### config.mk
export PLATFORM = sky130hd
export DESIGN_NAME = mul_12_add
export DESIGN_NICKNAME = d
export VERILOG_FILES = /design/src/rtl/mul12_pkg.sv /design/src/rtl/mul12_datapath.sv /design/src/rtl/mul_12_add.sv
export SDC_FILE = /design/constraint.sdc
export NUM_CORES = 1
export LEC_CHECK = 0
export CORE_UTILIZATION = 48
export CTS_CLUSTER_DIAMETER = 150
export DETAILED_ROUTE_END_ITERATION = 10
export GPL_TIMING_DRIVEN = 0
export MAX_ROUTING_LAYER = met4
export PLACE_DENSITY = 0.8
export SKIP_LAST_GASP = 1
export SYNTH_ARGS = -nofsm -noshare
export SYNTH_HDL_FRONTEND = slang
export SYNTH_SLANG_ARGS = --single-unit
### constraint.sdc
create_clock -name clk -period 3.4 [get_ports clk]
set_clock_uncertainty 0.2 [all_clocks]
set_input_delay 0.68 -clock clk [delete_from_list [all_inputs] [get_ports clk]]
set_output_delay 0.68 -clock clk [all_outputs]
set_load 0.01 [all_outputs]
### src/rtl/mul12_pkg.sv
`default_nettype none
// ============================================================================
//  Module      : mul12_pkg
//  Description : Shared widths, range limits and FSM encoding for the
//                multiply-by-12-and-add block (12-hour to linear hour).
//  Revision    : 1.0  initial release
// ============================================================================
package mul12_pkg;

  localparam int QW      = 3;       // quotient width
  localparam int RW      = 4;       // remainder width
  localparam int NW      = 6;       // result width
  localparam int AW      = NW + 1;  // accumulator width, top bit is overflow

  localparam int DIVISOR = 12;
  localparam int MAX_REM = 11;
  localparam int NMAX    = 63;

  // Shift-add sequence: q*12 is built as (q<<3) + (q<<2)
  typedef enum logic [1:0] {
    ST_IDLE = 2'd0,
    ST_ADD8 = 2'd1,
    ST_ADD4 = 2'd2,
    ST_DONE = 2'd3
  } state_t;

endpackage
`default_nettype wire

### src/rtl/mul12_datapath.sv
`default_nettype none
// ============================================================================
//  Module      : mul12_datapath
//  Description : Operand latches, 7-bit shift-add accumulator and result /
//                error register for mul_12_add. Optional saturation on
//                overflow is enabled by defining MUL12_SAT_EN.
//  Revision    : 1.0  initial release
// ============================================================================
module mul12_datapath
  import mul12_pkg::*;
(
  input  logic          clk,
  input  logic          rst,
  input  state_t        state,
  input  logic          load,
  input  logic          release_out,
  input  logic [QW-1:0] quotient,
  input  logic [RW-1:0] remainder,
  output logic [NW-1:0] numerator,
  output logic          err_rem,
  output logic          err_ovf
);

  localparam logic [RW-1:0] C_MAX_REM = RW'(MAX_REM);

  logic [QW-1:0] r_q;
  logic [RW-1:0] r_rem;
  logic [AW-1:0] r_acc;

  logic [AW-1:0] w_addend;
  logic [AW-1:0] w_acc_sum;
  logic          w_err_rem;
  logic          w_err_ovf;
  logic [NW-1:0] w_num;

  // Pick the shifted quotient term that belongs to the current step
  always_comb begin
    w_addend = '0;
    case (state)
      ST_ADD8: w_addend = {1'b0, r_q, 3'b000};
      ST_ADD4: w_addend = {2'b00, r_q, 2'b00};
      default: w_addend = '0;
    endcase
  end

  assign w_acc_sum = r_acc + w_addend;
  assign w_err_rem = (r_rem > C_MAX_REM);
  assign w_err_ovf = w_acc_sum[AW-1];

  // Final value as it will be presented, judged on the completed sum
  always_comb begin
    w_num = w_acc_sum[NW-1:0];
`ifdef MUL12_SAT_EN
    if (w_err_rem)
      w_num = '0;
    else if (w_err_ovf)
      w_num = NW'(NMAX);
`else
    if (w_err_rem || w_err_ovf)
      w_num = '0;
`endif
  end

  // Latch operands on accept, then accumulate one shifted term per step
  always_ff @(posedge clk or posedge rst) begin
    if (rst) begin
      r_q   <= '0;
      r_rem <= '0;
      r_acc <= '0;
    end else if (load) begin
      r_q   <= quotient;
      r_rem <= remainder;
      r_acc <= AW'(remainder);
    end else if (state == ST_ADD8 || state == ST_ADD4) begin
      r_acc <= w_acc_sum;
    end
  end

  // Capture result and flags on the last add; clear them once consumed
  always_ff @(posedge clk or posedge rst) begin
    if (rst) begin
      numerator <= '0;
      err_rem   <= 1'b0;
      err_ovf   <= 1'b0;
    end else if (state == ST_ADD4) begin
      numerator <= w_num;
      err_rem   <= w_err_rem;
      err_ovf   <= w_err_ovf;
    end else if (release_out) begin
      numerator <= '0;
      err_rem   <= 1'b0;
      err_ovf   <= 1'b0;
    end
  end

endmodule
`default_nettype wire

### src/rtl/mul_12_add.sv
`default_nettype none
// ============================================================================
//  Module      : mul_12_add
//  Description : Rebuilds a 6-bit linear hour value as quotient*12+remainder
//                over four cycles with valid/ready on both sides. Remainder
//                range and result overflow are flagged with the result.
//                Define MUL12_SAT_EN to saturate overflowing results to 63.
//  Revision    : 1.0  initial release
// ============================================================================
module mul_12_add
  import mul12_pkg::*;
(
  input  logic          clk,
  input  logic          rst,
  input  logic          in_valid,
  output logic          in_ready,
  input  logic [QW-1:0] quotient,
  input  logic [RW-1:0] remainder,
  output logic          out_valid,
  input  logic          out_ready,
  output logic [NW-1:0] numerator,
  output logic          err_rem,
  output logic          err_ovf
);

  state_t r_state;
  logic   w_accept;
  logic   w_release;

  assign w_accept  = (r_state == ST_IDLE) && in_valid && in_ready;
  assign w_release = out_valid && out_ready;

  // Sequencer with registered handshake outputs
  always_ff @(posedge clk or posedge rst) begin
    if (rst) begin
      r_state   <= ST_IDLE;
      in_ready  <= 1'b1;
      out_valid <= 1'b0;
    end else begin
      case (r_state)
        ST_IDLE: begin
          if (in_valid && in_ready) begin
            r_state  <= ST_ADD8;
            in_ready <= 1'b0;
          end
        end
        ST_ADD8: begin
          r_state <= ST_ADD4;
        end
        ST_ADD4: begin
          r_state   <= ST_DONE;
          out_valid <= 1'b1;
        end
        ST_DONE: begin
          if (out_ready) begin
            r_state   <= ST_IDLE;
            out_valid <= 1'b0;
            in_ready  <= 1'b1;
          end
        end
        default: begin
          r_state   <= ST_IDLE;
          out_valid <= 1'b0;
          in_ready  <= 1'b1;
        end
      endcase
    end
  end

  mul12_datapath u_datapath (
    .clk         (clk),
    .rst         (rst),
    .state       (r_state),
    .load        (w_accept),
    .release_out (w_release),
    .quotient    (quotient),
    .remainder   (remainder),
    .numerator   (numerator),
    .err_rem     (err_rem),
    .err_ovf     (err_ovf)
  );

endmodule
`default_nettype wire
==> impl_results.md, run 1 <==
- Register area: 602 sq um
- DIE HEIGHT: 52.6 microns
- Tot GR Track Use: 24.2%
- Initial core utilization: 53.0%
- RSZ-0062 raised after global routing: no
- Post CTS Setup Buffer Count: 0
- Yosys warns: 0
- CTS Root Cell: clkbuf_4
- Clock Tree Buf Depth: 2
- Final TNS setup: 0 ps
- Ports: 21
- CTS H-tree depth: 1
- Number of synthesized flops with an enable pin: 0
- Leakage: 0.729 nW
- WHS Path Cells: 2
- Status: finished, final reports clean
- Std cell rows: 17
- Maxcap violations: 0
- Vias per inst: 5.50
- Non-Filler Instances: 175
- Die area: 2770 sq um
- Antenna Cells: 0
- Via count: 962
- CP Max Fanout: 9
- Worst skew pair latency: 330 ps
- Final setup vio count: 0
- Core box area: 2320 sq um
- CP Capture Type: flop
- Die X-Extent: 52.6 microns
- Antenna Nets Post-Route: 0
- Placed instance area: 1460 sq um
- Finished Cell Area: 1500 sq um
- Clock sink total: 24
- Overflow after GRT: 0
- FILL cells: 185
- Worst hold start: u_datapath.r_acc[0]$_DFFE_PP0P_
- Worst-margin pin slew: 902 ps
- Worst min-delay path class: flop to flop
- Area fraction of the dominant cell type after synthesis: 46.8%
- R2R depth: 11
- Prevailing post-synth register cell: dfrtp_1
- Slew Limit Fails: 0
- Cts bufs inserted: 3
- Post-Syn Area: 1230 sq um
- Setup crit start kind: flop
- Synth Register Bits: 24
- DR WL/cell: 15.1 microns
- DP Wirelength: 1970 microns
- Sequential area share after synthesis: 49.0%
- GPL Wtd Cong: 0.816
- DRC Markers: 0
- Slew Limit Headroom: 39.8%
- Power density over cell area: 901 nW/um^2
- Post-Synthesis Cells: 123
- Initial antenna violation count: 0
- WHS Endpoint: u_datapath.r_acc[0]$_DFFE_PP0P_
- VDD IR max: 0.519 mV
- Main area contributors after synthesis: dfrtp_1 47%, nand2_1 8.6%, ha_1 8.1%
- Register clock-pin slew on the reported worst setup and hold paths: 140 ps
- Worst reg2reg path endpoint: u_datapath.numerator[5]$_DFFE_PP0P_
- I/O Buffers: 20
- Post-Syn Nets: 143
- Critical Path RT: 3430 ps
- Area delta synth->final: 22.1%
- Vias in the first global route: 1057
- # hold bufs at CTS: 0
- Post_cts resized: 0
- Minimum clock period: 2810 ps
- Endpoints failing hold: 0
- WS Path Type: flop to flop
- Post-synth top cells: 28 x nand2_1, 23 x dfrtp_1, 9 x inv_1, 8 x ha_1, 7 x a22o_1
- Area of the multi-input gates: 572 sq um
- Fmax: 0.356 GHz
- RR Startpoint: r_state[0]$_DFFE_PP0P_
- Ys async rst share: 100%
- Worst Path Arrival: 2840 ps
- CTS tree: yes
- Reg-to-reg slack, setup: 590 ps
- Drt total wl: 2640 microns
- Fin crit share: 82.6%
- Synth area leader: dfrtp_1
- Placed cell count: 171
- Most common cell in the synthesized netlist: nand2_1
- DR pass1 iterations: 4
- Global-route wire length before repair: 4520 microns
- Final nets: 168
- Post-Syn Area per Cell: 9.99 sq um
- Largest net degree at the start of global routing: 25
- Post-synth cell types: 30
- Layout cells sized above 1: 9.52%
- Drt initial violations: 17
[metrics by stage]
step / power (W) / hold slack, ps / util [%] / worst slack [ps]
after CTS: 0.00135 / 302 / 64.7 / 601
after detailed placement: 0.00120 / 274 / 63.1 / 624
final: 0.00135 / 298 / 64.7 / 591
after global routing: 0.00146 / 336 / 64.7 / 474
after floorplan: 0.000965 / 247 / - / 826
after global placement: 0.00115 / 260 / 63.1 / 697
[metal layers]
metal  vias up  global-route usage [%]  routed length, microns
met5         -                       -                       0
met4         0                    9.21                      41
met3         7                    6.67                     106
met2        26                    42.6                    1360
met1       468                    25.6                    1130
li1        461                       -                       -
[layout make-up]
type	instances	share of cell area, %
Buffer	3	1.17
Clock buffer	4	2.42
Inverter	10	2.50
Multi-Input combinational cell	86	38.1
Sequential cell	24	40.1
Tap cell	28	2.34
Timing Repair Buffer	20	13.3
[registers in the layout, indices dropped and copies added, names as in the netlist]
name                  flops
u_datapath.r_rem          2
out_valid                 1
u_datapath.err_rem        1
u_datapath.r_acc          7
u_datapath.r_q            3
u_datapath.err_ovf        1
in_ready                  1
r_state                   2
u_datapath.numerator      6
[worst max-delay path: stages, from the launching register on]
cell	delay, ps
dfrtp_1	440
inv_1	120
ha_1	150
buf_4	150
and2_1	130
ha_1	150
inv_1	50
fa_1	400
nand2b_1	190
a21o_2	240
mux2i_4	210
a32o_1	270
[cells in the final DEF (no fill, tap or decap)]
cell,count
clkbuf_4,3
fa_1,1
nor2_1,5
nand2_1,28
and2_1,1
clkbuf_8,1
nand2b_1,2
xnor2_1,3
mux2i_1,2
inv_2,1
dfstp_2,1
or3_1,1
a21oi_2,1
a22oi_1,1
a2bb2oi_1,1
a22o_1,7
inv_1,9
buf_2,2
nand3_1,2
a21boi_1,1
dfrtp_1,23
a32o_1,2
a21oi_1,5
a21o_2,2
mux2i_4,1
a211oi_1,1
and3_1,3
buf_4,1
ha_1,8
o21ai_0,4
clkdlybuf4s50_1,20
nor2_2,1
o21ai_1,3
[worst max-delay path by stage]
stage	from	slack, ps	endpoint
global placement	r_state[0]$_DFFE_PP0P_	700	u_datapath.numerator[5]$_DFFE_PP0P_
floorplan	r_state[0]$_DFFE_PP0P_	830	u_datapath.numerator[5]$_DFFE_PP0P_
CTS	r_state[0]$_DFFE_PP0P_	600	u_datapath.numerator[5]$_DFFE_PP0P_
global route	r_state[0]$_DFFE_PP0P_	470	u_datapath.numerator[5]$_DFFE_PP0P_
finish	r_state[0]$_DFFE_PP0P_	590	u_datapath.numerator[5]$_DFFE_PP0P_
detailed placement	r_state[0]$_DFFE_PP0P_	620	u_datapath.numerator[5]$_DFFE_PP0P_
[cell families (layout without fill, tap and decap cells)]
group / Yosys count / in the layout / synth area share (%)
AOI/OAI and AO/OA: 28 / 28 / 16.2
xor gates and xnor gates: 3 / 3 / 2.14
adders and majority gates: 9 / 9 / 9.78
buffers and inverters: 13 / 37 / 4.48
DFF: 24 / 24 / 49.0
muxes: 3 / 3 / 3.46
and+or+nand+nor: 43 / 43 / 15.0
[report_power, final]
group	internal [W]	switching [W]
Clock	0.0000656	0.0000909
Sequential	0.000415	0.0000942
Combinational	0.000320	0.000366
Total	0.000801	0.000551
Power figures use the tool's default switching activity.
==> inputs of run 2 (changes only) <==
==> constraint.sdc (replaced) <==
create_clock -name clk -period 2.8 [get_ports clk]
set_clock_uncertainty 0.2 [all_clocks]
set_input_delay 0.56 -clock clk [delete_from_list [all_inputs] [get_ports clk]]
set_output_delay 0.56 -clock clk [all_outputs]
set_load 0.01 [all_outputs]
==> impl_results.md, run 2 (same netlist as run 1, synthesis figures left out) <==
- Status: finished, final reports clean
- CP Max Fanout: 9 (unchanged)
- Crit path from: r_state[0]$_DFFE_PP0P_
- WS Path Type: flop to flop
- Ports: 21 (unchanged)
- Worst hold start: u_datapath.r_acc[0]$_DFFE_PP0P_
- Area of the multi-input gates: 574 sq um (+0.44%)
- Register area: 602 sq um (unchanged)
- Vias in the first global route: 1057 (unchanged)
- CP Capture Type: flop
- Fin crit share: 95.8% (+13 points)
- Placed cell count: 171 (unchanged)
- Endpoints failing hold: 0 (unchanged)
- Worst skew pair latency: 330 ps (about the same)
- Tot GR Track Use: 24.2% (unchanged)
- Core box area: 2320 sq um (unchanged)
- Largest register FFs: 7 (unchanged)
- Slew Limit Headroom: 39.8% (about the same)
- CTS tree: yes
- Largest net degree at the start of global routing: 25 (unchanged)
- Via count: 968 (+0.62%)
- Reg-to-reg slack, setup: 120 ps (-470 ps)
- I/O Buffers: 20 (unchanged)
- CTS Root Cell: clkbuf_4
- # hold bufs at CTS: 0 (unchanged)
- Final TNS setup: 0 ps (unchanged)
- DP Wirelength: 1970 microns (unchanged)
- Maxcap violations: 0 (unchanged)
- Final setup vio count: 0 (unchanged)
- Leakage: 0.740 nW (+1.5%)
- Antenna Cells: 0 (unchanged)
- DIE HEIGHT: 52.6 microns (unchanged)
- Overflow after GRT: 0 (unchanged)
- Worst min-delay path class: flop to flop
- WHS Endpoint: u_datapath.r_acc[0]$_DFFE_PP0P_
- Critical Path RT: 2840 ps (-590 ps)
- Drt initial violations: 19 (+2)
- DRC Markers: 0 (unchanged)
- Initial core utilization: 53.0% (unchanged)
- CTS H-tree depth: 1 (unchanged)
- Setup crit start kind: flop
- GPL Wtd Cong: 0.816 (unchanged)
- Biggest register: u_datapath.r_acc
- Worst reg2reg path endpoint: u_datapath.numerator[5]$_DFFE_PP0P_
- Initial antenna violation count: 0 (unchanged)
- Slew Limit Fails: 0 (unchanged)
- DR pass1 iterations: 4 (unchanged)
- Vias per inst: 5.47 (-0.51%)
- Minimum clock period: 2680 ps (-127 ps)
- Power density over cell area: 1110 nW/um^2 (+23%)
- Drt total wl: 2730 microns (+3.5%)
- Register clock-pin slew on the reported worst setup and hold paths: 140 ps (about the same)
- Final nets: 170 (+1.2%)
- RR Startpoint: r_state[0]$_DFFE_PP0P_
- Std cell rows: 17 (unchanged)
- FILL cells: 180 (-2.7%)
- Clock sink total: 24 (unchanged)
- Die area: 2770 sq um (unchanged)
- VDD IR max: 0.624 mV (+20%)
- Fmax: 0.373 GHz (+4.7%)
- Clock Tree Buf Depth: 2 (unchanged)
- Non-Filler Instances: 177 (+1.1%)
- Cts bufs inserted: 3 (unchanged)
- Most common cell after layout, fill and taps aside: nand2_1
- Biggest regs: u_datapath.r_acc (7), u_datapath.numerator (6), u_datapath.r_q (3)
- RSZ-0062 raised after global routing: no
- Antenna Nets Post-Route: 0 (unchanged)
- DR WL/cell: 15.4 microns (+2.3%)
- WHS Path Cells: 2 (unchanged)
- Worst Path Arrival: 2720 ps (-120 ps)
- Layout cells sized above 1: 11.4% (+1.9 points)
- Global-route wire length before repair: 4520 microns (unchanged)
- Die X-Extent: 52.6 microns (unchanged)
- Area delta synth->final: 24.0%
- Most frequent cells in the layout: 28 x nand2_1, 23 x dfrtp_1, 20 x clkdlybuf4s50_1
- Worst-margin pin slew: 902 ps (-0.338 ps)
- R2R depth: 11 (unchanged)
-- run 2: cell types whose count changed in the layout (fill, tap and decap cells not counted), sizes merged --
cell	delta
clkbuf	+1
buf	+1
-- run 2: what timing repair did --
action                     CTS  global route
setup endpoints to repair    0             6
gates resized for setup      0             3
setup buffers                0             2
-- run 2: area by class of cell --
cell class / count / share of cell area [%]
Clock buffer: 4 / 2.38
Sequential cell: 24 / 39.5
Multi-Input combinational cell: 86 / 37.7
Timing Repair Buffer: 22 / 14.1
Inverter: 10 / 2.46
Buffer: 3 / 1.56
Tap cell: 28 / 2.30
-- run 2: through the flow --
step,hold slack (ps),power (W),setup slack [ps],cell area [sq um],utilization (%)
floorplan,247,0.00117,226,1230,-
global placement,260,0.00140,96.8,1460,63.1
detailed placement,274,0.00146,24.1,1460,63.1
CTS,302,0.00164,0.719,1500,64.7
global route,336,0.00182,0.659,1520,65.7
finish,297,0.00169,118,1520,65.7
-- run 2: worst max-delay path: stages, from the launching register on --
cell and delay [ps]:
dfrtp_1 410, inv_1 100, ha_1 180, buf_6 140, and2_1 130, ha_1 150
inv_1 50, fa_2 350, nand2b_1 170, a21o_2 230, mux2i_4 220, a32o_1 270
-- run 2: worst max-delay path by stage --
stage,endpoint,slack (ps),depth (start not counted)
2_1_floorplan,u_datapath.numerator[5]$_DFFE_PP0P_,230,11
3_3_place_gp,u_datapath.numerator[5]$_DFFE_PP0P_,100,11
4_1_cts,u_datapath.numerator[5]$_DFFE_PP0P_,0.7,9
3_5_place_dp,u_datapath.numerator[5]$_DFFE_PP0P_,20,9
6_report,u_datapath.numerator[5]$_DFFE_PP0P_,120,11
5_1_grt,u_datapath.numerator[5]$_DFFE_PP0P_,0.7,11
-- run 2: where the power goes --
part	internal, W	total (W)	leakage [nW]	switching (W)
sequential	0.000504	0.000616	0.303	0.000112
combinational	0.000420	0.000884	0.417	0.000463
clock	0.0000797	0.000192	0.0210	0.000113
-- run 2: routing by layer --
metal	global-route usage (%)	wire, microns	up-vias
li1	-	-	464
met1	25.6	1190	471
met2	42.6	1410	28
met3	6.67	100	5
met4	9.21	27	0
met5	-	0	-
==> inputs of run 3 (changes only) <==
--- a/config.mk
+++ b/config.mk
@@ -5,12 +5,12 @@
 export SDC_FILE = /design/constraint.sdc
 export NUM_CORES = 1
 export LEC_CHECK = 0
-export CORE_UTILIZATION = 48
+export CORE_UTILIZATION = 51
 export CTS_CLUSTER_DIAMETER = 150
 export DETAILED_ROUTE_END_ITERATION = 10
 export GPL_TIMING_DRIVEN = 0
 export MAX_ROUTING_LAYER = met4
-export PLACE_DENSITY = 0.8
+export PLACE_DENSITY = 0.84
 export SKIP_LAST_GASP = 1
 export SYNTH_ARGS = -nofsm -noshare
 export SYNTH_HDL_FRONTEND = slang
==> impl_results.md, run 3 (same netlist as run 1, synthesis figures left out) <==
- Biggest register: u_datapath.r_acc
- Area of the multi-input gates: 574 sq um (unchanged)
- CTS Root Cell: clkbuf_4
- DP Wirelength: 1870 microns (-5.4%)
- Endpoints failing hold: 0 (unchanged)
- CTS tree: yes
- Drt total wl: 2440 microns (-11%)
- Share of total power in combinational logic: 49.6% (-2.6 points)
- Worst-margin pin slew: 882 ps (-20.1 ps)
- Most frequent cells in the layout: 28 x nand2_1, 23 x dfrtp_1, 20 x clkdlybuf4s50_1
- Psw: 0.000658 W (-4.3%)
- GPL Wtd Cong: 0.807 (-1.1%)
- Largest register FFs: 7 (unchanged)
- Final setup vio count: 0 (unchanged)
- Drt initial violations: 10 (-9)
- Initial antenna violation count: 0 (unchanged)
- WS Path Type: flop to flop
- Vias in the first global route: 968 (-8.4%)
- Die X-Extent: 51.1 microns (-2.9%)
- DR pass1 iterations: 4 (unchanged)
- Register area: 602 sq um (unchanged)
- CTS H-tree depth: 1 (unchanged)
- Slew Limit Headroom: 41.2% (+1.3 points)
- I/O Buffers: 20 (unchanged)
- Via count: 953 (-1.5%)
- Largest net degree at the start of global routing: 25 (unchanged)
- Worst Path Arrival: 2700 ps (-20 ps)
- Maxcap violations: 0 (unchanged)
- Setup crit start kind: flop
- Final nets: 169 (-0.59%)
- CP Max Fanout: 9 (unchanged)
- Cts bufs inserted: 3 (unchanged)
- Worst min-delay path class: flop to flop
- Die area: 2610 sq um (-5.7%)
- Slew Limit Fails: 0 (unchanged)
- Area delta synth->final: 24.7%
- Core box area: 2230 sq um (-3.7%)
- DR WL/cell: 13.9 microns (-10%)
- Antenna Nets Post-Route: 0 (unchanged)
- Most common cell after layout, fill and taps aside: nand2_1
- Biggest regs: u_datapath.r_acc (7), u_datapath.numerator (6), u_datapath.r_q (3)
- Clock sink total: 24 (unchanged)
- Initial core utilization: 55.0% (+2.0 points)
- Clock Tree Buf Depth: 2 (unchanged)
- Leakage: 0.742 nW (+0.27%)
- Fmax: 0.375 GHz (+0.71%)
- Tot GR Track Use: 22.5% (-1.7 points)
- Ports: 21 (unchanged)
- FILL cells: 175 (-2.8%)
- Minimum clock period: 2660 ps (-18.9 ps)
- Fraction of power consumed by sequential logic: 35.5% (-0.9 points)
- Final WS setup: 137 ps (+18.9 ps)
- Status: finished, final reports clean
- Fin crit share: 95.1% (-0.67 points)
- Pre-CTS setup slack: 30.5 ps (+6.39 ps)
- Register clock-pin slew on the reported worst setup and hold paths: 140 ps (about the same)
- Worst skew pair latency: 330 ps (about the same)
- Clk network pwr share: 15.0% (+3.6 points)
- Overflow after GRT: 0 (unchanged)
- Critical Path RT: 2840 ps (about the same)
- Switching share of power: 38.4% (-2.3 points)
- VDD IR max: 0.659 mV (+5.5%)
- Int Pwr: 0.00106 W (+5.3%)
- Vias per inst: 5.41 (-0.99%)
- Power density over cell area: 1120 nW/um^2 (+0.81%)
- Std cell rows: 17 (unchanged)
- Antenna Cells: 0 (unchanged)
- CP Capture Type: flop
- RSZ-0062 raised after global routing: no
- Global-route wire length before repair: 4060 microns (-10%)
- DRC Markers: 0 (unchanged)
- DIE HEIGHT: 51.1 microns (-2.9%)
- Final TNS setup: 0 ps (unchanged)
- # hold bufs at CTS: 0 (unchanged)
- Layout cells sized above 1: 10.8% (-0.60 points)
-- run 3: layout make-up --
cell class,instances,share of cell area (%)
flip-flops and latches,24,39.3
multi-input cells,86,37.5
repair buffers,21,13.6
inverters,10,2.45
well taps,28,2.29
clock inverters,1,1.96
plain buffers,3,1.55
clock buffers,3,1.47
-- run 3: power by group through the flow --
stage | sequential, W | combinational, W | clock, W
5_1_grt | 0.000626 | 0.000949 | 0.000271
3_3_place_gp | 0.000611 | 0.000783 | 0
2_1_floorplan | 0.000620 | 0.000551 | 0
3_5_place_dp | 0.000621 | 0.000820 | 0
6_report | 0.000608 | 0.000850 | 0.000257
4_1_cts | 0.000613 | 0.000823 | 0.000263
-- run 3: path summary, 6_finish.rpt --
path | from | to | slack, ps | cells past startpoint
max | r_state[0]$_DFFE_PP0P_ | u_datapath.numerator[5]$_DFFE_PP0P_ | 140 | 11
min | u_datapath.r_acc[1]$_DFFE_PP0P_ | u_datapath.r_acc[1]$_DFFE_PP0P_ | 300 | 2
max reg2reg | r_state[0]$_DFFE_PP0P_ | u_datapath.numerator[5]$_DFFE_PP0P_ | 140 | 11
min reg2reg | u_datapath.r_acc[1]$_DFFE_PP0P_ | u_datapath.r_acc[1]$_DFFE_PP0P_ | 300 | 2
max in group asynchronous | rst | u_datapath.r_q[1]$_DFFE_PP0P_ | 1350 | 2
min in group asynchronous | rst | u_datapath.r_rem[2]$_DFFE_PP0P_ | 500 | 2
-- run 3: layer usage --
layer  global-route usage [%]  part of all wire [%]  vias up
met5                        -                     0        -
met4                     13.0                   3.0        0
met3                     2.68                   2.4        8
met2                     37.7                    51       17
met1                     26.1                    44      461
li1                         -                     -      467
-- run 3: critical path, cell delays in order (launching register included) --
cell      delay (ps)
dfrtp_1          400
inv_1            100
ha_1             170
buf_6            130
and2_1           130
ha_1             160
inv_1             60
fa_2             340
nand2b_1         170
a21o_2           230
mux2i_4          220
a32o_1           270
-- run 3: timing repair --
action,in CTS,in global routing
setup endpoints to repair,0,3
gates resized for setup,0,3
buffers inserted,0,1
-- run 3: metrics by stage --
stage	hold slack (ps)	cells	area, sq um	util, %	total power [W]
after CTS	297	175	1520	67.9	0.00170
final	301	176	1530	68.6	0.00172
after global routing	329	176	1530	68.6	0.00185
after floorplan	247	123	1230	-	0.00117
after detailed placement	263	171	1460	65.5	0.00144
after global placement	259	171	1460	65.5	0.00139
